File: config.mk
export PLATFORM = sky130hd
export DESIGN_NAME = pipe_mux
export DESIGN_NICKNAME = d
export VERILOG_FILES = /design/src/rtl/rv32_core_pkg.sv /design/src/rtl/pipe_mux_sel.sv /design/src/rtl/pipe_mux.sv
export SDC_FILE = /design/constraint.sdc
export NUM_CORES = 1
export LEC_CHECK = 0
export CAP_MARGIN = 20
export CORE_MARGIN = 2
export CORE_UTILIZATION = 30
export DETAILED_ROUTE_END_ITERATION = 12
export GPL_ROUTABILITY_DRIVEN = 0
export PLACE_DENSITY_LB_ADDON = 0.2
export SLEW_MARGIN = 10
export SYNTH_ARGS = -nofsm -noshare
export SYNTH_HDL_FRONTEND = slang
export SYNTH_SLANG_ARGS = --single-unit
File: constraint.sdc
create_clock -name clk -period 4.36 [get_ports clk]
set_input_delay 0.654 -clock clk [delete_from_list [all_inputs] [get_ports clk]]
set_output_delay 0.654 -clock clk [all_outputs]
set_load 0.01 [all_outputs]
File: src/rtl/rv32_core_pkg.sv
// rtl/rv32_core_pkg.sv - shared types and limits for the pipe_mux block
//   pipe_mux_state_t : occupancy of the two-entry output stage (EMPTY, ONE, TWO)
//   PIPE_MUX_N_MIN/MAX : legal range of the pipe_mux input count N
package rv32_core_pkg;

    typedef enum logic [1:0] {
        EMPTY = 2'd0,
        ONE   = 2'd1,
        TWO   = 2'd2
    } pipe_mux_state_t;

    localparam int PIPE_MUX_N_MIN = 2;
    localparam int PIPE_MUX_N_MAX = 16;

endpackage

File: src/rtl/pipe_mux_sel.sv
// rtl/pipe_mux_sel.sv - combinational N:1 word selector with out-of-range zeroing
//   in_data : N packed words, word k at [k*WIDTH +: WIDTH]
//   sel     : index of the word to pass
//   data    : selected word, 0 when sel >= N
//   err     : high when sel >= N
module pipe_mux_sel #(
    parameter int WIDTH = 32,
    parameter int N     = 4,
    parameter int SEL_W = $clog2(N)
) (
    input  logic [N*WIDTH-1:0] in_data,
    input  logic [SEL_W-1:0]   sel,
    output logic [WIDTH-1:0]   data,
    output logic               err
);

    logic [31:0] sel_ext;

    assign sel_ext = 32'(sel);
    assign err     = (sel_ext >= 32'(N));

    // Compare-and-pick loop: an index with no matching k leaves data at 0,
    // which covers the unused codes when N is not a power of two.
    always_comb begin
        data = '0;
        for (int k = 0; k < N; k++) begin
            if (sel_ext == 32'(k)) begin
                data = in_data[k*WIDTH +: WIDTH];
            end
        end
    end

endmodule

File: src/rtl/pipe_mux.sv
// rtl/pipe_mux.sv - registered N:1 mux with valid/ready handshake and skid buffer
//   clk, rst           : clock, synchronous active-high reset
//   in_data, sel       : packed inputs and index of the word to capture
//   in_valid, in_ready : upstream handshake (in_ready depends on state and rst only)
//   out_data           : main output register
//   out_valid, out_ready : downstream handshake
//   sel_err            : one-cycle pulse after a push with sel >= N
module pipe_mux
    import rv32_core_pkg::*;
#(
    parameter int WIDTH = 32,
    parameter int N     = 4,
    parameter int SEL_W = $clog2(N)
) (
    input  logic               clk,
    input  logic               rst,
    input  logic [N*WIDTH-1:0] in_data,
    input  logic [SEL_W-1:0]   sel,
    input  logic               in_valid,
    output logic               in_ready,
    output logic [WIDTH-1:0]   out_data,
    output logic               out_valid,
    input  logic               out_ready,
    output logic               sel_err
);

    pipe_mux_state_t  state;
    logic [WIDTH-1:0] main_q;
    logic [WIDTH-1:0] skid_q;
    logic [WIDTH-1:0] word;
    logic             word_err;
    logic             push;
    logic             pop;

    pipe_mux_sel #(
        .WIDTH (WIDTH),
        .N     (N),
        .SEL_W (SEL_W)
    ) u_sel (
        .in_data (in_data),
        .sel     (sel),
        .data    (word),
        .err     (word_err)
    );

    // in_ready only looks at the registered state, so there is never a
    // combinational path from out_ready back upstream.
    assign in_ready  = (state != TWO) && !rst;
    assign out_valid = (state != EMPTY);
    assign out_data  = main_q;
    assign push      = in_valid && in_ready;
    assign pop       = out_valid && out_ready;

    always_ff @(posedge clk) begin
        if (rst) begin
            state   <= EMPTY;
            main_q  <= '0;
            skid_q  <= '0;
            sel_err <= 1'b0;
        end else begin
            sel_err <= push && word_err;
            case (state)
                EMPTY: begin
                    if (push) begin
                        main_q <= word;
                        state  <= ONE;
                    end
                end
                ONE: begin
                    if (push && pop) begin
                        main_q <= word;
                    end else if (push) begin
                        // Downstream stalled: park the new word behind main.
                        skid_q <= word;
                        state  <= TWO;
                    end else if (pop) begin
                        state <= EMPTY;
                    end
                end
                TWO: begin
                    if (pop) begin
                        main_q <= skid_q;
                        state  <= ONE;
                    end
                end
                default: begin
                    state <= EMPTY;
                end
            endcase
        end
    end

endmodule

==> results of run 1 <==
-- per-layer routing --
metal / vias up / GRT usage
met3: 11 / 0.0433
met1: 1753 / 0.238
li1: 1785 / -
met2: 123 / 0.317
met5: - / 0
met4: 0 / 0.0533
-- flip-flops by register name (all words and copies together) (netlist names) --
signal / cells
out_data: 32
skid_q: 32
state: 2
-- where the power goes --
| group | leakage, nW | switching (mW) | internal, mW |
|---|---|---|---|
| Sequential | 0.539 | 0.0281 | 0.641 |
| Combinational | 1.26 | 0.191 | 0.272 |
| Clock | 0.147 | 0.251 | 0.442 |
| Total | 1.95 | 0.470 | 1.35 |
-- synth_stat cells, drive strengths merged --
library cell | n | share of area
a211oi | 1 | 0.0020
a21oi | 33 | 0.043
a311oi | 32 | 0.12
and3b | 1 | 0.0023
buf | 18 | 0.029
clkbuf | 36 | 0.035
conb | 1 | 0.00098
dfxtp | 66 | 0.34
mux2i | 1 | 0.0026
mux4 | 32 | 0.19
nand2 | 65 | 0.064
nand2b | 2 | 0.0033
nand3 | 32 | 0.042
nand3b | 1 | 0.0020
nor2 | 2 | 0.0020
nor2b | 2 | 0.0033
nor3b | 1 | 0.0020
nor4 | 32 | 0.052
nor4b | 1 | 0.0062
nor4bb | 1 | 0.0026
o21ai | 32 | 0.042
o21ba | 1 | 0.0026
or2 | 1 | 0.0016
or3 | 1 | 0.0016
or3b | 2 | 0.0046
-- worst register-to-register path: cells and delay by family (launching register included) --
kind            cells  cell delay, ns
simple gates        2            1.06
flops               1            0.61
buf+inv             1            0.34
compound gates      1            0.22
-- worst min-delay path by stage --
| stage | cells after the start | startpoint | endpoint |
|---|---|---|---|
| floorplan | 2 | skid_q[14] | skid_q[14] |
| global placement | 2 | skid_q[31] | skid_q[31] |
| detailed placement | 2 | skid_q[20] | skid_q[20] |
| CTS | 2 | skid_q[20] | skid_q[20] |
| global route | 2 | skid_q[12] | skid_q[12] |
| finish | 2 | skid_q[21] | skid_q[21] |
-- metrics by stage --
stage                     hold WS, ns  cells  instance area [um2]  setup WS [ns]   util
after floorplan                 0.454    397                 3840           2.13      -
after global placement          0.462    690                 5560           1.26  0.443
after detailed placement        0.467    691                 5580           1.23  0.444
after CTS                       0.475    706                 5870           1.39  0.467
after global routing            0.489    707                 5890           1.22  0.468
final                           0.476    707                 5890           1.38  0.468
-- kinds of logic (layout without fill, tap and decap cells) --
group | count (synthesis) | in the layout | synth area share
flops | 66 | 66 | 0.344
simple gates | 144 | 144 | 0.189
buf+inv | 54 | 192 | 0.0645
compound gates | 99 | 99 | 0.211
mux | 33 | 33 | 0.190
other cells | 1 | 1 | 0.000977
-- layout make-up --
| class | count | area share |
|---|---|---|
| Clock buffer | 13 | 0.0476 |
| Clock inverter | 2 | 0.00170 |
| Multi-Input combinational cell | 277 | 0.391 |
| Sequential cell | 66 | 0.224 |
| Tap cell | 172 | 0.0366 |
| Timing Repair Buffer | 177 | 0.299 |
==> summary.txt, run 1 <==
Placed design
  • DPL Wire Length: 8.89 mm
  • Count of input and output buffers: 167

Setup path
  • Worst Path Class, Setup: register to primary output
  • CP cell instances: nor2b_4 > nor2_1 > clkdlybuf4s50_1
  • Worst reg-to-reg path cell count: 4
  • Maximum cell stage delay along the critical path: 0.81 ns
  • Startpoint of the most critical register-to-register path: state[1]
  • Family of cells with the greatest summed delay on the critical path: simple AND/OR/NAND/NOR gates
  • Endpoint of the worst register-to-register path: out_data[11]
  • Crit. Startpoint: state[1]
  • Path length in cells of the critical path: 3
  • Required @ worst endpoint: 3.71 ns
  • Data arrival time at the worst-slack endpoint: 2.32 ns
  • Kind of capture point of the worst setup path: primary output
  • Number of buffer and inverter stages on the critical path: 1
  • Worst Setup EP: in_ready
  • Critical path launch point type: register
  • Maximum fanout count along the critical path: 33
  • Library cell contributing the largest single delay on the critical path: nor2b_4
  • Flop-to-flop setup slack: 1.96 ns

Route
  • Met2 layer wire length in the routed design: 6.33 mm
  • Count of vias placed by the detailed router: 3672
  • Met3 wire length: 839 um
  • Total wire length: 12.6 mm
  • Initial detailed-routing violation count: 180
  • Detailed-route vias per instance: 5.19
  • Post-route met1 wirelength: 5.29 mm
  • Number of routed nets with antenna violations: 0
  • Drt drc: 0
  • Length of the first detailed-routing pass in iterations: 5
  • Top layer reached by signal wires: met4
  • Routed wire per std cell: 17.9 um

Clocking
  • Post-cts gate resize count: 0
  • Post-CTS clock slew at the launch and capture registers of the worst setup and hold paths: 0.05 ns
  • Number of hold buffers added after cts: 0
  • Cell chosen for the clock root: clkbuf_16
  • Sink Count: 66
  • CTS H-tree lvls: 3
  • Number of buffers added by the clock tree synthesis step: 9
  • Number of buffers on the longest clock path: 2
  • Post-CTS repair timing setup buffer count: 0
  • Clock tree from TritonCTS: yes
  • Clock insertion delay at the later pin of the skew report: 0.32 ns

Floorplanning
  • FP Rows: 41
  • Die area: 0.0137 mm2
  • Top Ports: 169
  • Die Width: 117 um
  • Area of the placeable core: 0.0126 mm2
  • Initial Utilization: 0.305
  • Vertical extent of the die: 117 um

Power
  • Power density over the cells: 310 mW/mm2
  • Post-layout total power: 1.82 mW
  • Leakage Power: 1.95 nW
  • Worst VDD drop: 0.207 mV

Timing
  • Maximum clock rate: 0.336 GHz
  • Max Transition Viols Final: 0
  • Number of hold violations in the final report: 0
  • Final period util: 0.682
  • Final worst path period need: 2.98 ns
  • Clock tree skew after final layout: 0.00400 ns
  • RSZ-0062 raised after global routing: no
  • Normalized max-slew margin: 0.377
  • Slew at the pin closest to its max-slew limit: 0.934 ns
  • Setup tns final: 0 ns
  • Final-report setup violation count: 0

Yosys
  • Number of unique standard cell types used by synthesis: 29
  • Syn nets: 531
  • Mapped Cells: 397
  • Flops & latches, synth: 66
  • Share of the yosys chip area belonging to registers: 0.344
  • Post-synthesis average cell area: 9.67 um2
  • Number of synthesis warnings: 0
  • Netlist area before placement: 0.00384 mm2

Cells and area
  • Area taken by flip-flops and latches: 0.00132 mm2
  • Area added between synthesis and finish: 53.4%
  • Multi-input gate area in the final layout: 0.00230 mm2
  • Commonest non-fill, non-tap cell in the layout: clkdlybuf4s50_1
  • Layout fillers: 1172
  • Post-layout nets: 665
  • Fraction of layout instances using a drive strength above 1: 0.185
  • Number of antenna cells inserted: 0
  • Commonest cells after routing, fill and taps aside: 165 x clkdlybuf4s50_1, 66 x dfxtp_1, 65 x nand2_1

GRT
  • Global-route wire length before repair: 19.6 mm
  • Maximum number of pins on one net before global-route repair: 65
  • Initial antenna violation count: 0
  • Aggregate global-route resource usage: 0.186
  • Vias in the first global route: 3828
  • Congestion Overflow GR: 0

Outcome
  • Outcome: complete, no violations

Hold path
  • Worst min-delay path category: register to register

Flow run
  • Max capacitance violation total: 0
Power figures use the tool's default switching activity.
==> inputs of run 2 (changes only) <==
Clock period 4.36 ns to 3 ns, I/O delays scaled along.
==> run 2 against run 1 <==
Compared with the run above:
- global-route usage up 0.16 points
- worst hold slack worse by 0.077 ns
- combinational power increased by 47%
==> summary.txt, run 2 (synthesis gave the netlist of run 1 again) <==
Cells and area
  • Fraction of the core area covered by cells at the end of the flow: 0.470 (+0.00139)
  • Area of all placed cells without fillers: 0.00590 mm2 (+0.30%)
  • Number of antenna cells inserted: 0 (unchanged)
  • Area taken by flip-flops and latches: 0.00132 mm2 (unchanged)
  • Commonest cells after routing, fill and taps aside: 165 x clkdlybuf4s50_1, 66 x dfxtp_1, 65 x nand2_1
  • Post-layout nets: 670 (+0.75%)
  • Area added between synthesis and finish: 53.8%
  • Layout fillers: 1162 (-0.85%)
  • Multi-input gate area in the final layout: 0.00230 mm2 (unchanged)
  • Fraction of layout instances using a drive strength above 1: 0.189 (+0.00349)
  • Commonest non-fill, non-tap cell in the layout: clkdlybuf4s50_1

Clocking
  • Number of buffers on the longest clock path: 2 (unchanged)
  • Number of hold buffers added after cts: 0 (unchanged)
  • Sink Count: 66 (unchanged)
  • Post-CTS clock slew at the launch and capture registers of the worst setup and hold paths: 0.05 ns (about the same)
  • Clock tree from TritonCTS: yes
  • Post-CTS repair timing setup buffer count: 0 (unchanged)
  • Cell chosen for the clock root: clkbuf_16
  • Clock insertion delay at the later pin of the skew report: 0.33 ns (about the same)
  • Post-cts gate resize count: 0 (unchanged)
  • CTS H-tree lvls: 3 (unchanged)
  • Number of buffers added by the clock tree synthesis step: 9 (unchanged)

Floorplanning
  • Die Width: 117 um (unchanged)
  • FP Rows: 41 (unchanged)
  • Top Ports: 169 (unchanged)
  • Area of the placeable core: 0.0126 mm2 (unchanged)
  • Vertical extent of the die: 117 um (unchanged)
  • Initial Utilization: 0.305 (unchanged)
  • Die area: 0.0137 mm2 (unchanged)

Placed design
  • Count of input and output buffers: 167 (unchanged)
  • Cell area after placement: 0.00564 mm2 (+1.1%)
  • DPL Wire Length: 8.61 mm (-3.2%)

GRT
  • Initial antenna violation count: 0 (unchanged)
  • Congestion Overflow GR: 0 (unchanged)
  • Vias in the first global route: 3724 (-2.7%)
  • Global-route wire length before repair: 19.9 mm (+1.6%)
  • Maximum number of pins on one net before global-route repair: 66 (+1.5%)
  • Aggregate global-route resource usage: 0.188 (+0.00161)

Power
  • Post-layout total power: 2.59 mW (+42%)
  • Leakage Power: 1.96 nW (+0.59%)
  • Worst VDD drop: 0.278 mV (+34%)
  • Power density over the cells: 438 mW/mm2 (+41%)

Hold path
  • Worst min-delay path category: input pin to register

Timing
  • Final period util: 0.715
  • Max Transition Viols Final: 0 (unchanged)
  • Slew at the pin closest to its max-slew limit: 0.891 ns (-0.0430 ns)
  • Final worst path period need: 2.15 ns
  • Clock tree skew after final layout: 0.00589 ns (+0.00189 ns)
  • Maximum clock rate: 0.466 GHz
  • Normalized max-slew margin: 0.406 (+0.0287)
  • Final-report setup violation count: 0 (unchanged)
  • Post-Route Hold Slack: 0.399 ns (-0.0769 ns)
  • RSZ-0062 raised after global routing: no
  • Number of hold violations in the final report: 0 (unchanged)
  • Setup tns final: 0 ns (unchanged)

Route
  • Count of vias placed by the detailed router: 3767 (+2.6%)
  • Drt drc: 0 (unchanged)
  • Routed wire per std cell: 17.8 um (-0.46%)
  • Total wire length: 12.7 mm (+0.38%)
  • Number of routed nets with antenna violations: 0 (unchanged)
  • Initial detailed-routing violation count: 227 (+26%)
  • Length of the first detailed-routing pass in iterations: 4 (-1)
  • Detailed-route vias per instance: 5.28 (+1.7%)

Setup path
  • Critical path launch point type: register
  • Required @ worst endpoint: 2.55 ns (-1.16 ns)
  • Data arrival time at the worst-slack endpoint: 1.70 ns (-0.62 ns)
  • Maximum fanout count along the critical path: 11 (-67%)
  • Kind of capture point of the worst setup path: primary output
  • Worst Path Class, Setup: register to primary output
  • Flop-to-flop setup slack: 1.13 ns (-0.83 ns)

Outcome
  • Outcome: complete, no violations

Flow run
  • Max capacitance violation total: 0 (unchanged)
[run 2: changes by cell type in the layout (fill, tap and decap cells not counted)]
cell,change
buf_4,+5
clkbuf_1,+3
clkbuf_8,-3
buf_12,+1
buf_8,-1
clkinv_2,+1
[run 2: path summary, 6_finish.rpt]
check	from	endpoint	cells after the start
min reg2reg	skid_q[14]	skid_q[14]	2
min	rst	state[1]	2
max reg2reg	state[0]	out_data[26]	4
max	state[1]	in_ready	3
[run 2: layer usage]
layer | GRT usage | vias up | routed length [um]
met3 | 0.0438 | 17 | 827
met1 | 0.250 | 1816 | 5410
met2 | 0.304 | 139 | 6220
met4 | 0.0612 | 0 | 229
li1 | - | 1795 | -
met5 | 0 | - | 0
[run 2: report_power, final]
part	switching (mW)	internal, mW
Clock	0.358	0.577
Sequential	0.0376	0.931
Combinational	0.281	0.401
Total	0.676	1.91
[run 2: per-stage QoR]
stage          instances  setup WS, ns
6_report             713         0.854
5_1_grt              713         0.759
4_1_cts              713         0.843
3_5_place_dp         697         0.656
3_3_place_gp         697         0.687
2_1_floorplan        397          1.18
[run 2: cell type report]
class / count / area share
multi-input cells: 277 / 0.390
repair buffers: 182 / 0.305
flip-flops and latches: 66 / 0.224
clock buffers: 13 / 0.0424
well taps: 172 / 0.0364
clock inverters: 3 / 0.00254
[run 2: critical path, stage by stage, from the launching register on]
cell             delay, ns
dfxtp_1               0.61
nor2b_4               0.24
nor2_1                0.05
clkdlybuf4s50_1       0.47
==> inputs of run 3 (changes only) <==
Clock period 3 ns to 2.1 ns, I/O delays scaled along.
==> run 3 against run 2 <==
Compared with the run above:
- sequential share of layout area is 0.23 points lower
- first-iteration DRC count stayed put
- critical path type unchanged
- combinational power up 45%
- wire length is 0.88% higher
- highest routed layer unchanged
- design area rose by 1.1%
- largest cell class unchanged
- register-to-register slack got worse by 0.85 ns
==> summary.txt, run 3 (synthesis gave the netlist of run 1 again) <==
Timing
  • Crit path setup slack, layout: 0.184 ns (-0.670 ns)
  • Final worst path period need: 1.92 ns
  • Clock tree skew after final layout: 0.00401 ns (-0.00189 ns)
  • Normalized max-slew margin: 0.564 (+0.158)
  • Max Transition Viols Final: 0 (unchanged)
  • Slew at the pin closest to its max-slew limit: 0.654 ns (-0.237 ns)
  • Maximum clock rate: 0.522 GHz
  • RSZ-0062 raised after global routing: no
  • Number of hold violations in the final report: 0 (unchanged)
  • Post-Route Hold Slack: 0.383 ns (-0.0161 ns)
  • Final period util: 0.912
  • Final-report setup violation count: 0 (unchanged)

Clocking
  • Cell chosen for the clock root: clkbuf_16
  • Post-CTS repair timing setup buffer count: 0 (unchanged)
  • Clock insertion delay at the later pin of the skew report: 0.33 ns (about the same)
  • Clock tree from TritonCTS: yes
  • Post-CTS clock slew at the launch and capture registers of the worst setup and hold paths: 0.05 ns (about the same)
  • CTS H-tree lvls: 3 (unchanged)
  • Number of buffers on the longest clock path: 2 (unchanged)
  • Number of buffers added by the clock tree synthesis step: 9 (unchanged)
  • Sink Count: 66 (unchanged)

Setup path
  • Library cell contributing the largest single delay on the critical path: dfxtp_1
  • Maximum cell stage delay along the critical path: 0.57 ns (-0.04 ns)
  • Family of cells with the greatest summed delay on the critical path: flip-flops
  • Required @ worst endpoint: 1.78 ns (-0.77 ns)
  • Data arrival time at the worst-slack endpoint: 1.60 ns (-0.10 ns)
  • Number of buffer and inverter stages on the critical path: 1 (unchanged)
  • Kind of capture point of the worst setup path: primary output
  • Worst Path Class, Setup: register to primary output
  • Critical path launch point type: register
  • Maximum fanout count along the critical path: 10 (-1)
  • CP cell instances: nor2b_4 > nor2_1 > clkdlybuf4s50_1

Outcome
  • Outcome: complete, no violations

Route
  • Length of the first detailed-routing pass in iterations: 4 (unchanged)
  • Initial detailed-routing violation count: 227 (unchanged)
  • Detailed-route vias per instance: 5.27 (-0.28%)
  • Number of routed nets with antenna violations: 0 (unchanged)
  • Total wire length: 12.8 mm (+0.88%)
  • Count of vias placed by the detailed router: 3767 (unchanged)
  • Routed wire per std cell: 17.9 um (+0.60%)
  • Drt drc: 0 (unchanged)

Floorplanning
  • Initial Utilization: 0.305 (unchanged)
  • Die area: 0.0137 mm2 (unchanged)
  • Vertical extent of the die: 117 um (unchanged)
  • Area of the placeable core: 0.0126 mm2 (unchanged)
  • Top Ports: 169 (unchanged)
  • Die Width: 117 um (unchanged)
  • FP Rows: 41 (unchanged)

Cells and area
  • Post-layout nets: 672 (+0.30%)
  • Commonest cells after routing, fill and taps aside: 165 x clkdlybuf4s50_1, 65 x nand2_1, 65 x dfxtp_1
  • Layout fillers: 1168 (+0.52%)
  • Number of antenna cells inserted: 0 (unchanged)
  • Commonest non-fill, non-tap cell in the layout: clkdlybuf4s50_1
  • Area added between synthesis and finish: 55.5%
  • Fraction of layout instances using a drive strength above 1: 0.193 (+0.00483)
  • Area taken by flip-flops and latches: 0.00132 mm2 (about the same)
  • Multi-input gate area in the final layout: 0.00230 mm2 (unchanged)

Power
  • Worst VDD drop: 0.383 mV (+37%)
  • Post-layout total power: 3.73 mW (+44%)
  • Power density over the cells: 624 mW/mm2 (+42%)
  • Leakage Power: 1.99 nW (+1.3%)

Placed design
  • Setup Slack @ Placement: -0.000363 ns (-0.657 ns)
  • Count of input and output buffers: 167 (unchanged)
  • DPL Wire Length: 8.72 mm (+1.3%)

Flow run
  • Max capacitance violation total: 0 (unchanged)

GRT
  • Maximum number of pins on one net before global-route repair: 50 (-24%)
  • Congestion Overflow GR: 0 (unchanged)
  • Aggregate global-route resource usage: 0.191 (+0.00285)
  • Global-route wire length before repair: 20.1 mm (+1.3%)
  • Initial antenna violation count: 0 (unchanged)
  • Vias in the first global route: 3843 (+3.2%)

Hold path
  • Worst min-delay path category: input pin to register
[run 3: cell count changes in the layout (fill, tap and decap cells not counted), sizes merged]
cell	previous run	this run
buf	17	19
[run 3: power breakdown]
| part | switching (mW) | internal (mW) |
|---|---|---|
| Clock | 0.525 | 0.825 |
| Sequential | 0.0561 | 1.33 |
| Combinational | 0.403 | 0.587 |
| Total | 0.984 | 2.74 |
[run 3: area by class of cell]
class | count | area share
Clock buffer | 13 | 0.0419
Multi-Input combinational cell | 277 | 0.385
Sequential cell | 66 | 0.222
Tap cell | 172 | 0.0360
Timing Repair Buffer | 184 | 0.313
Clock inverter | 3 | 0.00251
[run 3: worst reg2reg max path, cell delays in order (launching register included)]
cell,delay [ns]
dfxtp_1,0.57
and3b_1,0.24
or3_2,0.46
buf_4,0.22
a311oi_1,0.24
[run 3: worst paths after layout]
| path | from | to | slack [ns] | depth (start not counted) |
|---|---|---|---|---|
| hold reg to reg | skid_q[20] | skid_q[20] | 0.47 | 2 |
| hold / removal | rst | skid_q[19] | 0.38 | 2 |
| setup / recovery | state[0] | in_ready | 0.18 | 3 |
| setup reg to reg | state[0] | out_data[27] | 0.28 | 4 |
[run 3: timing repair]
action	in CTS	in global routing
hold buffers	0	0
setup endpoints to repair	0	1
gates resized for setup	0	1
[run 3: layer usage]
metal | share of wire | routed length (um) | track usage | vias to the layer above
li1 | - | - | - | 1801
met5 | 0 | 0 | 0 | -
met4 | 0.014 | 175 | 0.0627 | 0
met1 | 0.42 | 5320 | 0.236 | 1834
met2 | 0.51 | 6510 | 0.326 | 116
met3 | 0.062 | 791 | 0.0474 | 16
[run 3: metrics by stage]
step	util	TNS (ns)	instance area (um2)	instances
4_1_cts	0.475	0	5970	715
5_1_grt	0.475	0	5970	715
6_report	0.475	0	5970	715
2_1_floorplan	-	0	3840	397
3_5_place_dp	0.454	-0.000363	5700	699
3_3_place_gp	0.454	0	5700	699
